## src/rtl/pixel_stream_reader.sv

```systemverilog
// Frame read-out engine: walks the frame buffer in raster order, colour-maps
// iteration counts and streams pixels through a 2-entry ready/valid buffer.
module pixel_stream_reader #(
   parameter int IMG_W    = 160,
   parameter int IMG_H    = 120,
   parameter int MAX_ITER = 255
) (
   input  logic        clk,
   input  logic        rst,
   input  logic        start,
   output logic        busy,
   output logic        rd_en,
   output logic [14:0] rd_addr,
   input  logic [7:0]  rd_data,
   output logic        out_valid,
   input  logic        out_ready,
   output logic [11:0] out_rgb,
   output logic        out_sof,
   output logic        out_eol,
   output logic        out_eof,
   output logic        done
);

   localparam logic [14:0] LAST  = 15'(IMG_W * IMG_H - 1);
   localparam logic [14:0] XLAST = 15'(IMG_W - 1);

   typedef enum logic [1:0] {IDLE, RUN, DRAIN} state_t;

   state_t      state, state_nx;
   logic [14:0] ptr, x;
   logic        inf_vld, inf_sof, inf_eol, inf_eof;
   logic [14:0] fifo [2];
   logic        wp, rp;
   logic [1:0]  cnt;
   logic        push, pop;
   logic [2:0]  occ;
   logic [11:0] rgb_in;

   assign push      = inf_vld;
   assign out_valid = (cnt != 2'd0);
   assign pop       = out_valid && out_ready;
   assign rd_addr   = ptr;
   assign {out_sof, out_eol, out_eof, out_rgb} = fifo[rp];

   // Occupancy after this cycle's pop; counting the pop keeps one beat per clock.
   assign occ    = {1'b0, cnt} + {2'b00, inf_vld} - {2'b00, pop};
   assign rgb_in = (rd_data == 8'(MAX_ITER)) ? '0 : {4'hF, rd_data[7:4], 4'h0};

   always_ff @(posedge clk or negedge rst) begin
      if (!rst) state <= IDLE;
      else      state <= state_nx;
   end

   always_comb begin
      state_nx = state;
      case (state)
         IDLE:    if (start) state_nx = RUN;
         RUN:     if (rd_en && ptr == LAST) state_nx = DRAIN;
         DRAIN:   if (pop && out_eof) state_nx = IDLE;
         default: state_nx = IDLE;
      endcase
   end

   always_comb begin
      busy  = (state != IDLE);
      rd_en = (state == RUN) && (occ < 3'd2);
   end

   always_ff @(posedge clk or negedge rst) begin
      if (!rst) begin
         ptr     <= '0;
         x       <= '0;
         inf_vld <= 1'b0;
         inf_sof <= 1'b0;
         inf_eol <= 1'b0;
         inf_eof <= 1'b0;
         fifo[0] <= '0;
         fifo[1] <= '0;
         wp      <= 1'b0;
         rp      <= 1'b0;
         cnt     <= '0;
         done    <= 1'b0;
      end else begin
         done <= (state == DRAIN) && pop && out_eof;
         if (state == IDLE && start) begin
            ptr <= '0;
            x   <= '0;
         end else if (rd_en) begin
            if (ptr != LAST) ptr <= ptr + 15'd1;
            x <= (x == XLAST) ? '0 : x + 15'd1;
         end
         // Flags travel with the read so the beat carries its own position.
         inf_vld <= rd_en;
         inf_sof <= (ptr == '0);
         inf_eol <= (x == XLAST);
         inf_eof <= (ptr == LAST);
         if (push) begin
            fifo[wp] <= {inf_sof, inf_eol, inf_eof, rgb_in};
            wp       <= ~wp;
         end
         if (pop) rp <= ~rp;
         cnt <= cnt + 2'(push) - 2'(pop);
      end
   end

endmodule
```

## config.mk

```make
export PLATFORM = sky130hd
export DESIGN_NAME = pixel_stream_reader
export DESIGN_NICKNAME = d
export VERILOG_FILES = /design/src/rtl/pixel_stream_reader.sv
export SDC_FILE = /design/constraint.sdc
export NUM_CORES = 1
export LEC_CHECK = 0
export CORE_MARGIN = 10
export CORE_UTILIZATION = 40
export CTS_CLUSTER_SIZE = 30
export DETAILED_ROUTE_END_ITERATION = 8
export PLACE_DENSITY = 0.73
export SYNTH_ARGS = -nofsm -noshare
export SYNTH_HDL_FRONTEND = slang
export SYNTH_SLANG_ARGS = --single-unit
```

## constraint.sdc

```tcl
create_clock -name clk -period 5.5 [get_ports clk]
set_clock_uncertainty 0.2 [all_clocks]
set_input_delay 1.1 -clock clk [delete_from_list [all_inputs] [get_ports clk]]
set_output_delay 1.1 -clock clk [all_outputs]
set_load 0.005 [all_outputs]
```

* Yosys cells after proc, flatten, opt, wreduce, memory -nomap -nowiden *
Index checks and enable logic that the tools add are counted.

storage, ports and cells
  logic and storage cells = 69
  register bits after elaboration = 71
  bits of input ports = 12

operators by class
  magnitude comparators = 4
  multiplexer cells = 17
  reduce and logical (&&, ||, !) cells = 16
  bitwise gates (word level) = 4
  add/subtract/negate cells = 6
  equal/unequal tests = 9

operators with widths
  operator                                                                      number
  15-bit two-way mux                                                            10
  15-bit by 1-bit adder with 15-bit output, second input constant               2
  30-bit bitwise mux                                                            1
  15-bit demux with 1-bit select                                                1
  15-bit == test, second input constant                                         1
  15-bit by 8-bit == test with 1-bit output, second input constant              1
  15-bit zero test                                                              1
  15-bit != test, second input constant                                         1
  12-bit two-way mux                                                            1
  8-bit == test, second input constant                                          1
  1-bit logical AND                                                             8
  2-bit nonzero test                                                            4
  2-bit two-way mux                                                             3
  2-bit != test, second input constant                                          3
  2-bit one-hot mux with 3 select lines                                         1
  2-bit >= comparator, second input constant                                    2
  1-bit NOT with 2-bit output                                                   2
  2-bit by 1-bit adder with 3-bit output                                        1
  3-bit by 2-bit less-than comparator with 1-bit output, second input constant  1
  3-bit AND reduction                                                           1
  3-bit by 1-bit subtractor with 3-bit output                                   1
  2-bit by 1-bit adder with 2-bit output                                        1
  2-bit by 1-bit == test with 1-bit output, second input constant               1
  2-bit == test, second input constant                                          1
  5 further kinds                                                               6

* Logic depth before layout (Yosys ltp) *
Gate-level depths: netlist of run 1.

  depth after elaboration = 8
  depth in mapped cells = 12

* Least setup slack after synthesis of run 1 *
OpenSTA, ideal clock, no wires.

  path kind = input port to output port
  start point = input port out_ready
  end point = output port rd_en
  setup slack = 1249 ps
  arrival time = 2951 ps
  cell stages on the path = 9
  cells stage by stage = nand3_1 o21ai_0 ha_1 fa_1 or3b_4 or2_1 buf_6 clkinv_1 buf_2

on the way
  word-level cells in the longest chain between the ends = 4

RTL lines
  item                                                   RTL line  RTL
  start: declaration                                     16        input logic out_ready,
  1-bit logical AND                                      41        assign pop = out_valid && out_ready;
  3-bit by 1-bit subtractor with 3-bit output            46        assign occ = {1'b0, cnt} + {2'b00, inf_vld} - {2'b00, pop};
  net occ[1]                                             36        logic [2:0] occ;
  3-bit by 2-bit less-than comparator with 1-bit output  66        rd_en = (state == RUN) && (occ < 3'd2);
  1-bit logical AND                                      66
  end: declaration                                       12        output logic rd_en,

The timed path passes the listed nets, and every way through them passes these cells.

* Worst setup path after layout of run 1 *
Ends and elaborated chain as after synthesis.

==> metrics.txt, run 1 <==
CP Class in2out; initial antenna violation count 0; PD cells 469 nW/µm²; Resized Gates After CTS 0; Pre-antenna DRT Iters 4; crit path DAT 3740 ps; Final nets 353; Max FO, Critical Path 4; final slew viol count 0; data required time of the worst path 4200 ps; Final Hold Vio Count 0; Syn Inst Count 299; Multi-input gate area 1380 µm²; most frequent cells in the layout 57 x dfrtp_1, 40 x clkdlybuf4s50_1, 32 x nand2_1; Port Buf Inserts 41; DRC viols 0; initial core utilization 40.9%; area leader, netlist dfrtp_1; ys async rst share 100%; CTS tree done; post-synth top area share 48.3%; Reg area 1430 µm²; Syn Area/Cell 9.88 µm²; H-tree depth 3; Max-Cap Viols 0; first-pass GRT wire length 12.0 mm; Overflow after GRT 0; Worst-Margin Slew 1000 ps; Final Critical Period 5040 ps; worst hold path class reg2reg; Post-CTS Hold Buffers 0; Ys Warns 0; Inserted Clock Buffers 9; routability cong. 0.875; top post-synthesis cells by area dfrtp_1 48%, mux2_2 5.7%, nand2_1 4.1%; Fin Setup TNS 0 ps; register area share after synthesis 48.3%; GRT Util Overall 12.7%; final wirelength 6.84 mm; Clock Latency Late Sink 330 ps; VDD IR-drop max 0.333 mV; Hold WS 281 ps; Setup violations, final 0; post-DP HPWL 4.85 mm; vias in the first global route 2433; drt wl/cell 15.6 µm; 1st-iter DRT viols 161; RSZ-0062 raised after global routing false; Core Area 7210 µm²; P&R area growth vs syn 20.9%; crit path launch type input pin; io pins 46; f_max 199 MHz; Tcrit/Tclk final 91.6%; Die Width 106 µm; CTS Sinks 57; share of cells above drive strength 1 11.7%; Root Driver clkbuf_8; Die Area 11200 µm²; Worst Setup End Kind primary output; Die Ht 106 µm; Routed Antenna Nets 0; most common flop cell mapped by yosys dfrtp_1; status finished clean; synth unique cells 46; count of state elements after synthesis 57; clock slew at reported path FFs 60 ps; worst reg-to-reg setup slack 2360 ps; Worst slew margin 32.9%; vias 2456; CTS Buffer Depth 2; synthesized area 2950 µm²; Fillers 693; largest net degree at the start of global routing 58; Vias/cell 5.58; Post CTS Setup Buffer Count 0; leakage 1.59 nW; # diodes 0; Placement Rows 31; EDFF count, synth 0; commonest non-fill, non-tap cell in the layout dfrtp_1
==> cell usage after synthesis (all sizes together) (2+ instances only) <==
| cell type | n |
|---|---|
| dfrtp | 57 |
| o31ai | 11 |
| buf | 11 |
| a31oi | 13 |
| ha | 4 |
| nor2 | 12 |
| nand4 | 13 |
| a22o | 3 |
| clkinv | 2 |
| or3b | 2 |
| o22ai | 2 |
| inv | 8 |
| nand2 | 32 |
| o21ai | 14 |
| nand3 | 16 |
| mux2i | 5 |
| or3 | 4 |
| and3 | 7 |
| or2 | 3 |
| and2 | 2 |
| xnor2 | 3 |
| mux2 | 15 |
| a21oi | 7 |
| clkbuf | 11 |
| nor4 | 9 |
| and4 | 3 |
| nor4b | 2 |
| nor3 | 5 |
| nand2b | 4 |
| nor2b | 2 |
| or4 | 6 |
==> power breakdown <==
part	total [mW]	internal (mW)	switching [mW]	leakage, nW
Sequential	0.625	0.524	0.101	0.741
Combinational	0.705	0.337	0.368	0.756
Clock	0.344	0.186	0.158	0.0932
Total	1.67	1.05	0.627	1.59
==> metrics by stage <==
| step | utilization (%) | cells | total power, mW | cell area [µm²] | setup slack, ps |
|---|---|---|---|---|---|
| 3_5_place_dp | 47.1 | 424 | 1.34 | 3400 | 417 |
| 6_report | 49.5 | 440 | 1.67 | 3570 | 464 |
| 3_3_place_gp | 47.1 | 424 | 1.31 | 3400 | 473 |
| 2_1_floorplan | - | 302 | 1.07 | 2970 | 1250 |
| 5_1_grt | 49.5 | 440 | 1.80 | 3570 | 274 |
| 4_1_cts | 49.5 | 440 | 1.69 | 3570 | 419 |
==> area by class of cell <==
type / instances / area share (%)
well taps: 99 / 3.47
clock inverters: 3 / 0.420
multi-input cells: 213 / 38.5
repair buffers: 45 / 12.2
flip-flops and latches: 57 / 39.9
clock buffers: 13 / 4.45
inverters: 10 / 1.05
==> kinds of logic (layout without fill, tap and decap cells) <==
kind of cell	Yosys count	count (layout)	share of synthesized area, %
and+or+nand+nor	123	123	22.5
AOI/OAI and AO/OA	57	57	12.6
DFF	57	57	48.3
buffers and inverters	32	71	5.55
muxes	20	20	7.41
adders and majority gates	5	5	2.37
xor gates and xnor gates	4	4	1.19
other	1	4	0.127
==> worst paths after layout <==
kind,start,to,depth (start not counted)
min in group asynchronous,rst,rp,2
max in group asynchronous,rst,rd_addr[13],2
worst max-delay path,out_ready,rd_en,9
worst max register to register,cnt[1],rd_addr[3],9
worst min register to register,wp,wp,1
worst min-delay path,wp,wp,1
==> flip-flops by register name (all words and copies together), names as in the netlist <==
name and count:
rp 1, cnt 2, x 15, inf_vld 1, rd_addr 15, inf_eol 1, state 2, done 1
fifo 16, inf_sof 1, wp 1, inf_eof 1
==> metal layers <==
metal / up-vias / global-route usage, % / share of wire (%)
li1: 1180 / - / -
met1: 1194 / 16.1 / 44
met2: 69 / 19.7 / 47
met3: 13 / 3.80 / 6.6
met4: 0 / 5.71 / 2.0
met5: - / 0 / 0
==> worst max-delay path, cell delays in order <==
cell and delay (ps):
clkdlybuf4s50_1 520, nand3_1 130, o21ai_0 100, ha_1 190, fa_1 440, or3b_4 410, or2_1 260, clkinv_1 80
clkdlybuf4s50_1 510
(Power assumes the default switching activity.)
==> run 2, diff against run 1 <==
--- a/config.mk
+++ b/config.mk
@@ -5,11 +5,15 @@
 export SDC_FILE = /design/constraint.sdc
 export NUM_CORES = 1
 export LEC_CHECK = 0
+export CELL_PAD_IN_SITES_DETAIL_PLACEMENT = 1
+export CELL_PAD_IN_SITES_GLOBAL_PLACEMENT = 1
 export CORE_MARGIN = 10
 export CORE_UTILIZATION = 40
 export CTS_CLUSTER_SIZE = 30
 export DETAILED_ROUTE_END_ITERATION = 8
-export PLACE_DENSITY = 0.73
+export GPL_ROUTABILITY_DRIVEN = 0
+export PLACE_DENSITY = 0.88
+export REMOVE_ABC_BUFFERS = 1
 export SYNTH_ARGS = -nofsm -noshare
 export SYNTH_HDL_FRONTEND = slang
 export SYNTH_SLANG_ARGS = --single-unit
==> metrics.txt, run 2 (synthesis gave the netlist of run 1 again) <==
crit path launch type input pin; f_max 197 MHz; Worst-Margin Slew 1180 ps; placed insts 424; status finished clean; clock slew at reported path FFs 70 ps; leakage 1.58 nW; Worst slew margin 21.1%; io pins 46; slowest cell on the critical path clkdlybuf4s50_1; Multi-input gate area 1380 µm²; DRC viols 0; largest net degree at the start of global routing 58; Reg area 1430 µm²; CTS tree done; H-tree depth 3; CP Class in2out; RSZ-0062 raised after global routing false; share of cells above drive strength 1 12.3%; PD cells 479 nW/µm²; drt wl/cell 19.0 µm; Routed Antenna Nets 0; CTS Buffer Depth 2; Fin Setup TNS 0 ps; Cell Area, Placed 3400 µm²; final wirelength 8.36 mm; Final Critical Period 5070 ps; Overflow after GRT 0; Inserted Clock Buffers 9; vias 2593; crit path DAT 3770 ps; post-DP HPWL 5.69 mm; post-route cell area 3570 µm²; first-pass GRT wire length 14.2 mm; P&R area growth vs syn 20.8%; Core Area 7210 µm²; Largest register FFs 16; CTS Sinks 57; Setup violations, final 0; Port Buf Inserts 41; Vias/cell 5.89; Placement Rows 31; Resized Gates After CTS 0; Final Core Density 49.5%; final slew viol count 0; commonest non-fill, non-tap cell in the layout dfrtp_1; CP delay by family, top buffers and inverters; Die Width 106 µm; data required time of the worst path 4200 ps; VDD IR-drop max 0.254 mV; Root Driver clkbuf_8; Post-CTS Hold Buffers 0; Final Hold Vio Count 0; Fillers 858; Tcrit/Tclk final 92.2%; Worst path most repeated cell clkdlybuf4s50_1; final std cells w/o fill 440; most frequent cells in the layout 57 x dfrtp_1, 40 x clkdlybuf4s50_1, 32 x nand2_1; Clock Latency Late Sink 360 ps; Pre-antenna DRT Iters 4; initial core utilization 40.9%; Post CTS Setup Buffer Count 0; initial antenna violation count 0; worst hold path class reg2reg; # diodes 0; Final nets 353; vias in the first global route 2693; Die Area 11200 µm²; Die Ht 106 µm; crit-path cells clkdlybuf4s50_1 > nand3_1 > o21ai_0 > ha_1 > fa_1 > or3b_4 > or2_1 > clkinv_1 > clkdlybuf4s50_1; Biggest register fifo; CP max stage delay 540 ps; 1st-iter DRT viols 135; GRT Util Overall 15.4%; Max FO, Critical Path 4; Max-Cap Viols 0; WP buf/inv 3; Worst Setup End Kind primary output
==> run 2: changes by cell type in the layout (fill, tap and decap cells not counted), sizes merged <==
cell and delta:
clkbuf -4, clkinv +2, clkinvlp +2
==> run 2: worst paths after layout <==
path	start	to	slack (ps)	depth (start not counted)
min in group asynchronous	rst	fifo[5]	690	2
max in group asynchronous	rst	rd_addr[7]	3900	2
worst max register to register	cnt[1]	rd_addr[3]	2270	9
worst min register to register	fifo[5]	fifo[5]	280	2
worst max-delay path	out_ready	rd_en	430	9
worst min-delay path	fifo[5]	fifo[5]	280	2
==> run 2: worst reg2reg max path, stage by stage, from the launching register on <==
cell     delay, ps
dfrtp_1        420
nand3_1        140
o21ai_0        100
ha_1           210
fa_1           460
or3b_4         410
or2_1          250
buf_4          240
or4_1          550
a21oi_1        180
==> run 2: final cells by class <==
cell class / count / area share (%)
multi-input combinational: 213 / 38.5
tap: 99 / 3.47
sequential: 57 / 40.0
inverter: 10 / 1.05
timing repair buffer: 45 / 12.2
clock buffer: 9 / 3.47
clock inverter: 7 / 1.33
==> run 2: stage by stage <==
step | hold WS, ps | power (mW) | setup slack [ps]
after floorplan | 244 | 0.991 | 1180
after CTS | 289 | 1.72 | 412
after detailed placement | 270 | 1.36 | 424
after global routing | 315 | 1.83 | 191
after global placement | 257 | 1.31 | 509
final | 283 | 1.71 | 427
==> run 2: layer usage <==
layer	vias to the layer above	wire length [µm]	track usage [%]	part of all wire, %
li1	1174	-	-	-
met1	1331	3760	18.9	45
met2	75	4000	24.8	48
met3	13	477	4.23	5.7
met4	0	128	6.77	1.5
met5	-	0	0	0
==> run 2: power by group <==
group	internal [mW]	leakage, nW	total [mW]	switching [mW]
clock	0.162	0.0850	0.350	0.188
combinational	0.339	0.756	0.731	0.392
sequential	0.524	0.741	0.628	0.105
total	1.02	1.58	1.71	0.685
==> run 3, diff against run 2 <==
--- a/config.mk
+++ b/config.mk
@@ -9,11 +9,13 @@
 export CELL_PAD_IN_SITES_GLOBAL_PLACEMENT = 1
 export CORE_MARGIN = 10
 export CORE_UTILIZATION = 40
+export CTS_BUF_LIST = sky130_fd_sc_hd__clkbuf_8
 export CTS_CLUSTER_SIZE = 30
 export DETAILED_ROUTE_END_ITERATION = 8
 export GPL_ROUTABILITY_DRIVEN = 0
 export PLACE_DENSITY = 0.88
 export REMOVE_ABC_BUFFERS = 1
+export SETUP_SLACK_MARGIN = 0.15
 export SYNTH_ARGS = -nofsm -noshare
 export SYNTH_HDL_FRONTEND = slang
 export SYNTH_SLANG_ARGS = --single-unit
==> results of run 3 <==
The final DEF is identical to that of run 2; final timing and power are the same.
